--- config.mk ---
export PLATFORM = sky130hd
export DESIGN_NAME = alu_slice_sequencer_flat
export DESIGN_NICKNAME = d
export VERILOG_FILES = /design/src/rtl/alu_slice_sequencer_if.sv /design/src/rtl/alu_slice_sequencer.sv /design/src/flat_wrapper.sv
export SDC_FILE = /design/constraint.sdc
export NUM_CORES = 1
export LEC_CHECK = 0
export BUFFER_PORTS_ARGS = -buffer_cell sky130_fd_sc_hd__buf_2
export CAP_MARGIN = 25
export CORE_ASPECT_RATIO = 1.2
export CORE_MARGIN = 2
export CORE_UTILIZATION = 45
export CTS_CLUSTER_SIZE = 20
export DETAILED_ROUTE_END_ITERATION = 8
export GPL_TIMING_DRIVEN = 1
export HOLD_SLACK_MARGIN = 0.02
export PLACE_DENSITY = 0.71
export SLEW_MARGIN = 10
export SYNTH_ARGS = -nofsm -noshare
export SYNTH_HDL_FRONTEND = slang
export SYNTH_SLANG_ARGS = --single-unit
export TNS_END_PERCENT = 50
--- constraint.sdc ---
create_clock -name clk -period 13.1 [get_ports clk]
set_clock_uncertainty 0.2 [all_clocks]
set_input_delay 0.655 -clock clk [delete_from_list [all_inputs] [get_ports clk]]
set_output_delay 0.655 -clock clk [all_outputs]
set_load 0.01 [all_outputs]
--- src/rtl/alu_slice_sequencer_if.sv ---
// Request/result handshake bundle for the bit-serial-by-slice ALU sequencer.
// The master side issues an operation and consumes the result; the slave side
// is the sequencer itself.
interface alu_slice_sequencer_if #(
   parameter int DW = 32
);
   logic          start_valid;
   logic          start_ready;
   logic [3:0]    opcode;
   logic [DW-1:0] a_in;
   logic [DW-1:0] b_in;
   logic          c_in;
   logic          v_in;
   logic [DW-1:0] result;
   logic [3:0]    flags;
   logic          no_write;
   logic          done_valid;
   logic          done_ready;

   modport master (
      output start_valid, opcode, a_in, b_in, c_in, v_in, done_ready,
      input  start_ready, result, flags, no_write, done_valid
   );

   modport slave (
      input  start_valid, opcode, a_in, b_in, c_in, v_in, done_ready,
      output start_ready, result, flags, no_write, done_valid
   );
endinterface

--- src/rtl/alu_slice_sequencer.sv ---
// ARM data-processing ALU that evaluates a DW-bit operation SW bits per cycle,
// least significant slice first, chaining the adder carry between slices.
// Operands are captured on the accepting edge, so bus inputs may change freely
// while an operation is in flight.
module alu_slice_sequencer #(
   parameter int DW = 32,
   parameter int SW = 8
) (
   input logic                  clk,
   input logic                  reset_n,
   alu_slice_sequencer_if.slave bus
);
   localparam int SW_SAFE = (SW < 1) ? 1 : SW;
   localparam int NSLICE  = DW / SW_SAFE;
   localparam int CW      = (NSLICE > 1) ? $clog2(NSLICE) : 1;

   if ((SW < 1) || ((DW % SW_SAFE) != 0)) begin : g_bad_slice
      $error("alu_slice_sequencer: DW must be a positive multiple of SW");
   end

   localparam logic [3:0] OP_AND = 4'h0;
   localparam logic [3:0] OP_EOR = 4'h1;
   localparam logic [3:0] OP_SUB = 4'h2;
   localparam logic [3:0] OP_RSB = 4'h3;
   localparam logic [3:0] OP_ADD = 4'h4;
   localparam logic [3:0] OP_ADC = 4'h5;
   localparam logic [3:0] OP_SBC = 4'h6;
   localparam logic [3:0] OP_RSC = 4'h7;
   localparam logic [3:0] OP_TST = 4'h8;
   localparam logic [3:0] OP_TEQ = 4'h9;
   localparam logic [3:0] OP_CMP = 4'hA;
   localparam logic [3:0] OP_CMN = 4'hB;
   localparam logic [3:0] OP_ORR = 4'hC;
   localparam logic [3:0] OP_MOV = 4'hD;
   localparam logic [3:0] OP_BIC = 4'hE;
   localparam logic [3:0] OP_MVN = 4'hF;

   typedef enum logic [1:0] {IDLE, RUN, DONE} state_t;

   // Logical ops leave C and V as they were; everything else goes through the adder.
   function automatic logic is_logical(input logic [3:0] o);
      return (o == OP_AND) || (o == OP_EOR) || (o == OP_TST) || (o == OP_TEQ) ||
             (o == OP_ORR) || (o == OP_MOV) || (o == OP_BIC) || (o == OP_MVN);
   endfunction

   // Reverse subtracts exchange Rn and Op2 before any inversion.
   function automatic logic swaps_operands(input logic [3:0] o);
      return (o == OP_RSB) || (o == OP_RSC);
   endfunction

   // Subtraction is A + ~B + carry; BIC and MVN need ~B for their logic function.
   function automatic logic inverts_b(input logic [3:0] o);
      return (o == OP_SUB) || (o == OP_RSB) || (o == OP_SBC) || (o == OP_RSC) ||
             (o == OP_CMP) || (o == OP_BIC) || (o == OP_MVN);
   endfunction

   function automatic logic initial_carry(input logic [3:0] o, input logic c);
      logic ci;
      ci = 1'b0;
      if ((o == OP_SUB) || (o == OP_RSB) || (o == OP_CMP)) ci = 1'b1;
      else if ((o == OP_ADC) || (o == OP_SBC) || (o == OP_RSC)) ci = c;
      return ci;
   endfunction

   state_t        state, state_next;
   logic [CW-1:0] cnt;
   logic [3:0]    op;
   logic [DW-1:0] a_op, b_op;
   logic          carry, c_cap, v_cap, zero_acc;
   logic [DW-1:0] res;
   logic [3:0]    flg;
   logic          nw;

   logic [SW-1:0] sa, sb, sres;
   logic [SW:0]   sum;
   logic          c_msb;
   logic          last;
   logic          swap, inv;
   logic [DW-1:0] cap_a, cap_b, res_ins;

   // Slice datapath: current slice of both operands through the selected function.
   always_comb begin
      sa    = a_op[SW-1:0];
      sb    = b_op[SW-1:0];
      sum   = {1'b0, sa} + {1'b0, sb} + {{SW{1'b0}}, carry};
      c_msb = sum[SW-1] ^ sa[SW-1] ^ sb[SW-1];
      case (op)
         OP_AND, OP_TST, OP_BIC: sres = sa & sb;
         OP_EOR, OP_TEQ:         sres = sa ^ sb;
         OP_ORR:                 sres = sa | sb;
         OP_MOV, OP_MVN:         sres = sb;
         default:                sres = sum[SW-1:0];
      endcase
      last    = (cnt == CW'(NSLICE - 1));
      res_ins = '0;
      res_ins[SW-1:0] = sres;
      swap  = swaps_operands(bus.opcode);
      inv   = inverts_b(bus.opcode);
      cap_a = swap ? bus.b_in : bus.a_in;
      cap_b = (swap ? bus.a_in : bus.b_in) ^ {DW{inv}};
   end

   // State register; reset wins over any pending request.
   always_ff @(posedge clk) begin
      if (!reset_n) state <= IDLE;
      else          state <= state_next;
   end

   // Next-state and handshake outputs.
   always_comb begin
      state_next      = state;
      bus.start_ready = 1'b0;
      bus.done_valid  = 1'b0;
      case (state)
         IDLE: begin
            bus.start_ready = 1'b1;
            if (bus.start_valid) state_next = RUN;
         end
         RUN: begin
            if (last) state_next = DONE;
         end
         DONE: begin
            bus.done_valid = 1'b1;
            if (bus.done_ready) state_next = IDLE;
         end
         default: state_next = IDLE;
      endcase
   end

   // Operand capture, per-slice evaluation and flag formation on the last slice.
   always_ff @(posedge clk) begin
      if (!reset_n) begin
         cnt <= '0;
         res <= '0;
         flg <= '0;
         nw  <= 1'b0;
      end else begin
         case (state)
            IDLE: begin
               if (bus.start_valid) begin
                  op       <= bus.opcode;
                  a_op     <= cap_a;
                  b_op     <= cap_b;
                  carry    <= initial_carry(bus.opcode, bus.c_in);
                  c_cap    <= bus.c_in;
                  v_cap    <= bus.v_in;
                  zero_acc <= 1'b1;
                  cnt      <= '0;
                  nw       <= (bus.opcode[3:2] == 2'b10);
               end
            end
            RUN: begin
               a_op     <= a_op >> SW;
               b_op     <= b_op >> SW;
               res      <= (res >> SW) | (res_ins << (DW - SW));
               carry    <= sum[SW];
               zero_acc <= zero_acc & (sres == '0);
               cnt      <= cnt + CW'(1);
               if (last) begin
                  flg[3] <= sres[SW-1];
                  flg[2] <= zero_acc & (sres == '0);
                  flg[1] <= is_logical(op) ? c_cap : sum[SW];
                  flg[0] <= is_logical(op) ? v_cap : (c_msb ^ sum[SW]);
               end
            end
            default: ;
         endcase
      end
   end

   assign bus.result   = res;
   assign bus.flags    = flg;
   assign bus.no_write = nw;
endmodule
--- src/flat_wrapper.sv ---
// flat-port wrapper written by rule: the top's interface ports become plain ports
module alu_slice_sequencer_flat 
#(
   parameter int DW = 32,
   parameter int SW = 8
)
  (clk, reset_n, bus_start_valid, bus_opcode, bus_a_in, bus_b_in, bus_c_in, bus_v_in, bus_done_ready, bus_start_ready, bus_result, bus_flags, bus_no_write, bus_done_valid);
  alu_slice_sequencer_if #(.DW(DW)) bus_i ();
  input logic clk;
  input logic reset_n;
  input wire logic [$bits(bus_i.start_valid)-1:0] bus_start_valid;
  input wire logic [$bits(bus_i.opcode)-1:0] bus_opcode;
  input wire logic [$bits(bus_i.a_in)-1:0] bus_a_in;
  input wire logic [$bits(bus_i.b_in)-1:0] bus_b_in;
  input wire logic [$bits(bus_i.c_in)-1:0] bus_c_in;
  input wire logic [$bits(bus_i.v_in)-1:0] bus_v_in;
  input wire logic [$bits(bus_i.done_ready)-1:0] bus_done_ready;
  output wire logic [$bits(bus_i.start_ready)-1:0] bus_start_ready;
  output wire logic [$bits(bus_i.result)-1:0] bus_result;
  output wire logic [$bits(bus_i.flags)-1:0] bus_flags;
  output wire logic [$bits(bus_i.no_write)-1:0] bus_no_write;
  output wire logic [$bits(bus_i.done_valid)-1:0] bus_done_valid;
  assign bus_i.start_valid = bus_start_valid;
  assign bus_i.opcode = bus_opcode;
  assign bus_i.a_in = bus_a_in;
  assign bus_i.b_in = bus_b_in;
  assign bus_i.c_in = bus_c_in;
  assign bus_i.v_in = bus_v_in;
  assign bus_i.done_ready = bus_done_ready;
  assign bus_start_ready = bus_i.start_ready;
  assign bus_result = bus_i.result;
  assign bus_flags = bus_i.flags;
  assign bus_no_write = bus_i.no_write;
  assign bus_done_valid = bus_i.done_valid;
  alu_slice_sequencer #(.DW(DW), .SW(SW)) u_core (.clk(clk), .reset_n(reset_n), .bus(bus_i));
endmodule
# Yosys cells after proc, flatten, opt, wreduce, memory -nomap -nowiden
# Cells that the tools add are included.
# W data, S select, Z words.
[totals]
out_inout_bits = 39
latch_bits = 0
ramBits = 0
n_memories = 0
ff_bits = 113
word_cells = 99
rom_bits = 0
input_bits = 74
[op_classes]
bitwise = 9
n_mux = 23
div_mod_pow = 0
n_eq_ne = 22
n_mul = 0
order_cmp = 0
reduce_logical = 30
shifts = 0
add_sub_neg = 3
[ops]
columns = ["operator", "n"]
rows = [
  ["$mux W32", 4],
  ["$pmux W32 S2", 2],
  ["$eq A4 B4 Y1 const B", 9],
  ["$or A24 B32 Y32", 1],
  ["$pmux W8 S4", 1],
  ["$xor A32 B32 Y32", 1],
  ["$logic_or A1 B1 Y1", 17],
  ["$eq A4 B3 Y1 const B", 3],
  ["$add A8 B8 Y9", 1],
  ["$add A9 B1 Y9", 1],
  ["$reduce_and A3 Y1", 3],
  ["$and A8 B8 Y8", 1],
  ["$eq A4 B2 Y1 const B", 2],
  ["$logic_not A8 Y1", 1],
  ["$mux W1", 8],
  ["$mux W2", 4],
  ["$or A8 B8 Y8", 1],
  ["$xor A8 B8 Y8", 1],
  ["$eq A2 B2 Y1 const B", 3],
  ["$pmux W2 S3", 1],
  ["$reduce_and A2 Y1", 3],
  ["$eq A4 B1 Y1 const B", 1],
  ["$logic_not A4 Y1", 1],
  ["$ne A2 B2 Y1 const B", 2],
  ["11 further kinds", 15],
]

# Longest topological paths before layout
[logic_depth]
word_depth = 10
ltp_mapped = 11

# Least setup slack after synthesis
# OpenSTA, ideal clock, no wires.
[synth_timing]
path_type = "input -> register"
from = "input port reset_n"
to = "register u_core.a_op[0], enable pin"
setup_slack_ps = 8086
n_path_buf = 2
cell_stages = 4
arrival_ps = 4303
cell_sequence = "inv_1 clkbuf_1 buf_1 a21oi_1"
[synth_between]
elab_chain_len = 1
[synth_lines]
columns = ["item", "line", "source"]
rows = [
  ["start, declared", "flat_wrapper.sv:10", "input logic reset_n;"],
  ["$reduce_and A3 Y1 (no line)", "-", ""],
  ["end signal, assigned", "alu_slice_sequencer.sv:142", "a_op <= cap_a;"],
  ["end signal, assigned", "alu_slice_sequencer.sv:153", "a_op <= a_op >> SW;"],
  ["end, declared", "alu_slice_sequencer.sv:68", "logic [DW-1:0] a_op, b_op;"],
]
# Every way passes these cells.
# A chain may end at the register's enable or synchronous reset.

# Final worst setup path
[layout_timing]
from = "register u_core.b_op[0]"
to = "register u_core.zero_acc (data pin)"
[layout_between]
elab_chain_len = 6
[layout_lines]
columns = ["item", "line", "source"]
rows = [
  ["start, declared", "alu_slice_sequencer.sv:68", ""],
  ["start signal, assigned", "alu_slice_sequencer.sv:143", "b_op <= cap_b;"],
  ["start signal, assigned", "alu_slice_sequencer.sv:154", "b_op <= b_op >> SW;"],
  ["$add A8 B8 Y9", "alu_slice_sequencer.sv:85", "sum = {1'b0, sa} + {1'b0, sb} + {{SW{1'b0}}, carry};"],
  ["$add A9 B1 Y9", "alu_slice_sequencer.sv:85", ""],
  ["$pmux W8 S4 (*)", "alu_slice_sequencer.sv:87", "case (op)"],
  ["$logic_not A8 Y1 (*)", "alu_slice_sequencer.sv:157", "zero_acc <= zero_acc & (sres == '0);"],
  ["$and A1 B1 Y1 (*)", "alu_slice_sequencer.sv:157", ""],
  ["$pmux W1 S2 (*)", "alu_slice_sequencer.sv:138", "case (state)"],
  ["end signal, assigned", "alu_slice_sequencer.sv:157", ""],
  ["end, declared", "alu_slice_sequencer.sv:69", "logic carry, c_cap, v_cap, zero_acc;"],
]
# Mark *: on every way between the ends. The rest lies on a longest branch, timed or not.

==> results.yml <==
run:
  cap_violations: 0
layout:
  layout-drive-gt1-share_pct: 20.7
  nets: 866
  fillers: 1171
  final_cell_mix: "nand2_1 (166), buf_2 (112), edfxtp_1 (72)"
  areaGrowthSynthToFinish_pct: 21.1
  stdcell_area_sq_um: 7500
  diodes: 0
  final_common_cell: "nand2_1"
  stdcell_count: 954
setup_path:
  path_cells: "inv_1 > fa_1 > inv_1 > fa_1 > a21o_1 > nand4_1 > a211oi_1 > a221o_1 > a21oi_1 > nand4_1 > o31ai_1"
  cp-end-kind: "flop"
  crit_fanout: 3
  critPathKind: "flop to flop"
  startpoint: "u_core.b_op[0]$_DFFE_PP_"
  cp-start-kind: "flop"
  ff2ff_path_depth: 11
  crit_path_end: "u_core.zero_acc$_SDFFCE_PN1P_"
  cp.arrival_ns: 3.00
  r2r_setup_slack_ns: 10.13
  r2r_end: "u_core.zero_acc$_SDFFCE_PN1P_"
  worstReg2RegStart: "u_core.b_op[0]$_DFFE_PP_"
  cpMaxStageDelayCell: "fa_1"
  max_stage_delay_ns: 0.45
  required_ns: 13.13
route:
  wl_met2_mm: 7.56
  drc: 0
  antenna_left: 0
  wl_met1_mm: 6.34
  top_layer_used: "met4"
  num_vias: 5160
  drt-initial-drc-count: 398
  wl_per_cell_um: 15.8
  met3_length_um: 855
  routed_via_density: 5.41
  drt_wl_total_mm: 15.1
  firstDrtPassIters: 5
synthesis:
  syn-num-nets: 774
  synth_xor_area_share_pct: 4.95
  seq_area_frac_synth_pct: 48.2
  synthDistinctLibCells: 53
  synth.avg_cell_area_sq_um: 9.10
  yosys.area_share.simple_pct: 17.6
  netlist_instances: 681
  yosysWarnings: 0
  ys_ff_latch: 113
  synthMuxAreaShare_pct: 5.17
  synth_compound_area_share_pct: 15.0
  synth_edf_count: 72
  syn_area_sq_um: 6190
  synth_ff_type: "edfxtp_1"
  postSynth.asyncResetShare_pct: 0
  synthAdderAreaFrac_pct: 4.08
  synth_top_family_by_area: "simple AND/OR/NAND/NOR gates"
clock_network:
  holdBufCountCts: 0
  cts_tree: "done"
  clkTransAtPathRegs_ns: 0.05
  postCtsSetupBuffers: 0
  insertion_delay_ns: 0.41
  cts_buffers: 17
  post_cts_resized: 0
  cts_max_path_buffers: 2
  cts_max_level: 4
  clkSinkCount: 113
  cts_root_buf: "clkbuf_16"
global_routing:
  grt_overflow: 0
  antenna_found_initial: 0
  grt_pass1_vias: 5027
  grt_max_degree: 81
  grt_use_total_pct: 20.8
  grt_pass1_wl_mm: 24.6
sta:
  timing.final.crit_share_pct: 22.7
  fmax_mhz: 337
  drv_slew: 0
  tns_ns: 0
  setup_viol: 0
  rsz0062_at_grt: "false"
  finalHoldViolations: 0
  period_minus_slack_ns: 2.97
  maxSlewHeadroom_pct: 42.9
  worst_pin_slew_ns: 0.856
  setup_ws_ns: 10.13
power:
  peakVddDrop_mv: 0.110
  p_clk_share_pct: 46.9
  swShare_pct: 24.6
  switchingPower_uw: 264
  p_per_area_nw_per_um2: 143
  cellLeakagePower_nw: 3.17
  finalPower_mw: 1.08
  power_frac_comb_pct: 14.0
  seq_power_share_pct: 39.1
  intPower_uw: 811
die:
  die_w_um: 111
  die_area_sq_um: 14700
  initial_core_util_pct: 46.4
  core_sq_um: 13400
  core.rowCount: 46
  die_y_um: 133
  ioPinCount: 113
placement:
  gp_congestion: 0.979
  dp_hpwl_mm: 10.0
  dp_slack_ns: 10.16
  placed_area_sq_um: 6810
  io_buffers: 112
  dp_cells: 921
hold_path:
  hp-class: "input pin to flop"
outcome:
  outcome: "finished, final reports clean"
-- per-layer routing --
layer  global-route usage [%]  vias up
li1                         -     2546
met1                     25.6     2436
met2                     34.6      158
met3                     6.05       20
met4                     7.96        0
met5                        0        -
-- worst min path at each step --
stage,start,endpoint,slack (ns),cells past startpoint
2_1_floorplan,u_core.state[1]$_SDFFE_PN0P_,u_core.state[0]$_SDFFE_PN0P_,0.25,1
3_3_place_gp,u_core.bus.result[7]$_SDFFE_PN0P_,u_core.bus.result[7]$_SDFFE_PN0P_,0.24,2
3_5_place_dp,u_core.bus.result[2]$_SDFFE_PN0P_,u_core.bus.result[2]$_SDFFE_PN0P_,0.24,2
4_1_cts,bus_v_in,u_core.v_cap$_DFFE_PP_,0.21,1
5_1_grt,bus_v_in,u_core.v_cap$_DFFE_PP_,0.21,1
6_report,bus_v_in,u_core.v_cap$_DFFE_PP_,0.22,1
-- logic make-up (layout without fill, tap and decap cells) --
group / Yosys count / count (layout)
buffers and inverters: 69 / 174
adders and majority gates: 19 / 19
xor gates and xnor gates: 35 / 35
and+or+nand+nor: 261 / 261
muxes: 32 / 32
DFF: 113 / 113
AOI/OAI and AO/OA: 152 / 152
-- worst max-delay path: cells and delay by family, from the launching register on --
kind | cells | cell delay [ns]
fa+ha+maj | 2 | 0.67
buf+inv | 2 | 0.19
simple gates | 2 | 0.29
flops | 1 | 0.41
compound gates | 5 | 1.04
-- area by class of cell --
class / instances / area [sq um] / share of cell area, %
Clock inverter: 4 / 48.8 / 0.650
Inverter: 23 / 86.3 / 1.15
Sequential cell: 113 / 2980 / 39.8
Clock buffer: 28 / 623 / 8.30
Timing Repair Buffer: 119 / 626 / 8.34
Tap cell: 168 / 210 / 2.80
Multi-Input combinational cell: 499 / 2930 / 39.0
-- power by group through the flow --
stage / Clock (mW) / Sequential (mW) / Combinational, mW
after floorplan: 0 / 0.426 / 0.105
after global placement: 0 / 0.426 / 0.145
after detailed placement: 0 / 0.427 / 0.149
after CTS: 0.509 / 0.420 / 0.150
after global routing: 0.528 / 0.423 / 0.167
final: 0.504 / 0.420 / 0.151
-- through the flow --
stage / util, % / hold slack [ns]
floorplan: - / 0.250
global placement: 51.0 / 0.241
detailed placement: 51.0 / 0.243
CTS: 56.0 / 0.210
global route: 56.2 / 0.209
finish: 56.2 / 0.220
-- cells in the mapped netlist (all sizes together) (3+ instances only) --
cell type	n	area, sq um
dfxtp	41	821
a211oi	10	75.1
inv	23	86.3
a21boi	3	22.5
o211ai	4	30.0
nand3b	3	22.5
a21o	4	30.0
nor2b	6	37.5
a21oi	53	277
o21ai	35	175
nand2	169	651
ha	17	213
nor3	6	30.0
nor2	52	198
xnor2	34	298
or3	3	18.8
buf	16	106
and2	5	32.5
mux2i	32	320
nand3	8	40.0
a31oi	25	156
clkbuf	29	109
edfxtp	72	2160
-- state kept, by name (all words and copies together) (netlist names) --
name / count
u_core.a_op: 32
u_core.b_op: 32
u_core.bus.flags: 4
u_core.bus.no_write: 1
u_core.bus.result: 32
u_core.c_cap: 1
u_core.carry: 1
u_core.cnt: 2
u_core.op: 4
u_core.state: 2
u_core.v_cap: 1
u_core.zero_acc: 1
No activity file was read; power rests on OpenSTA's default activity.
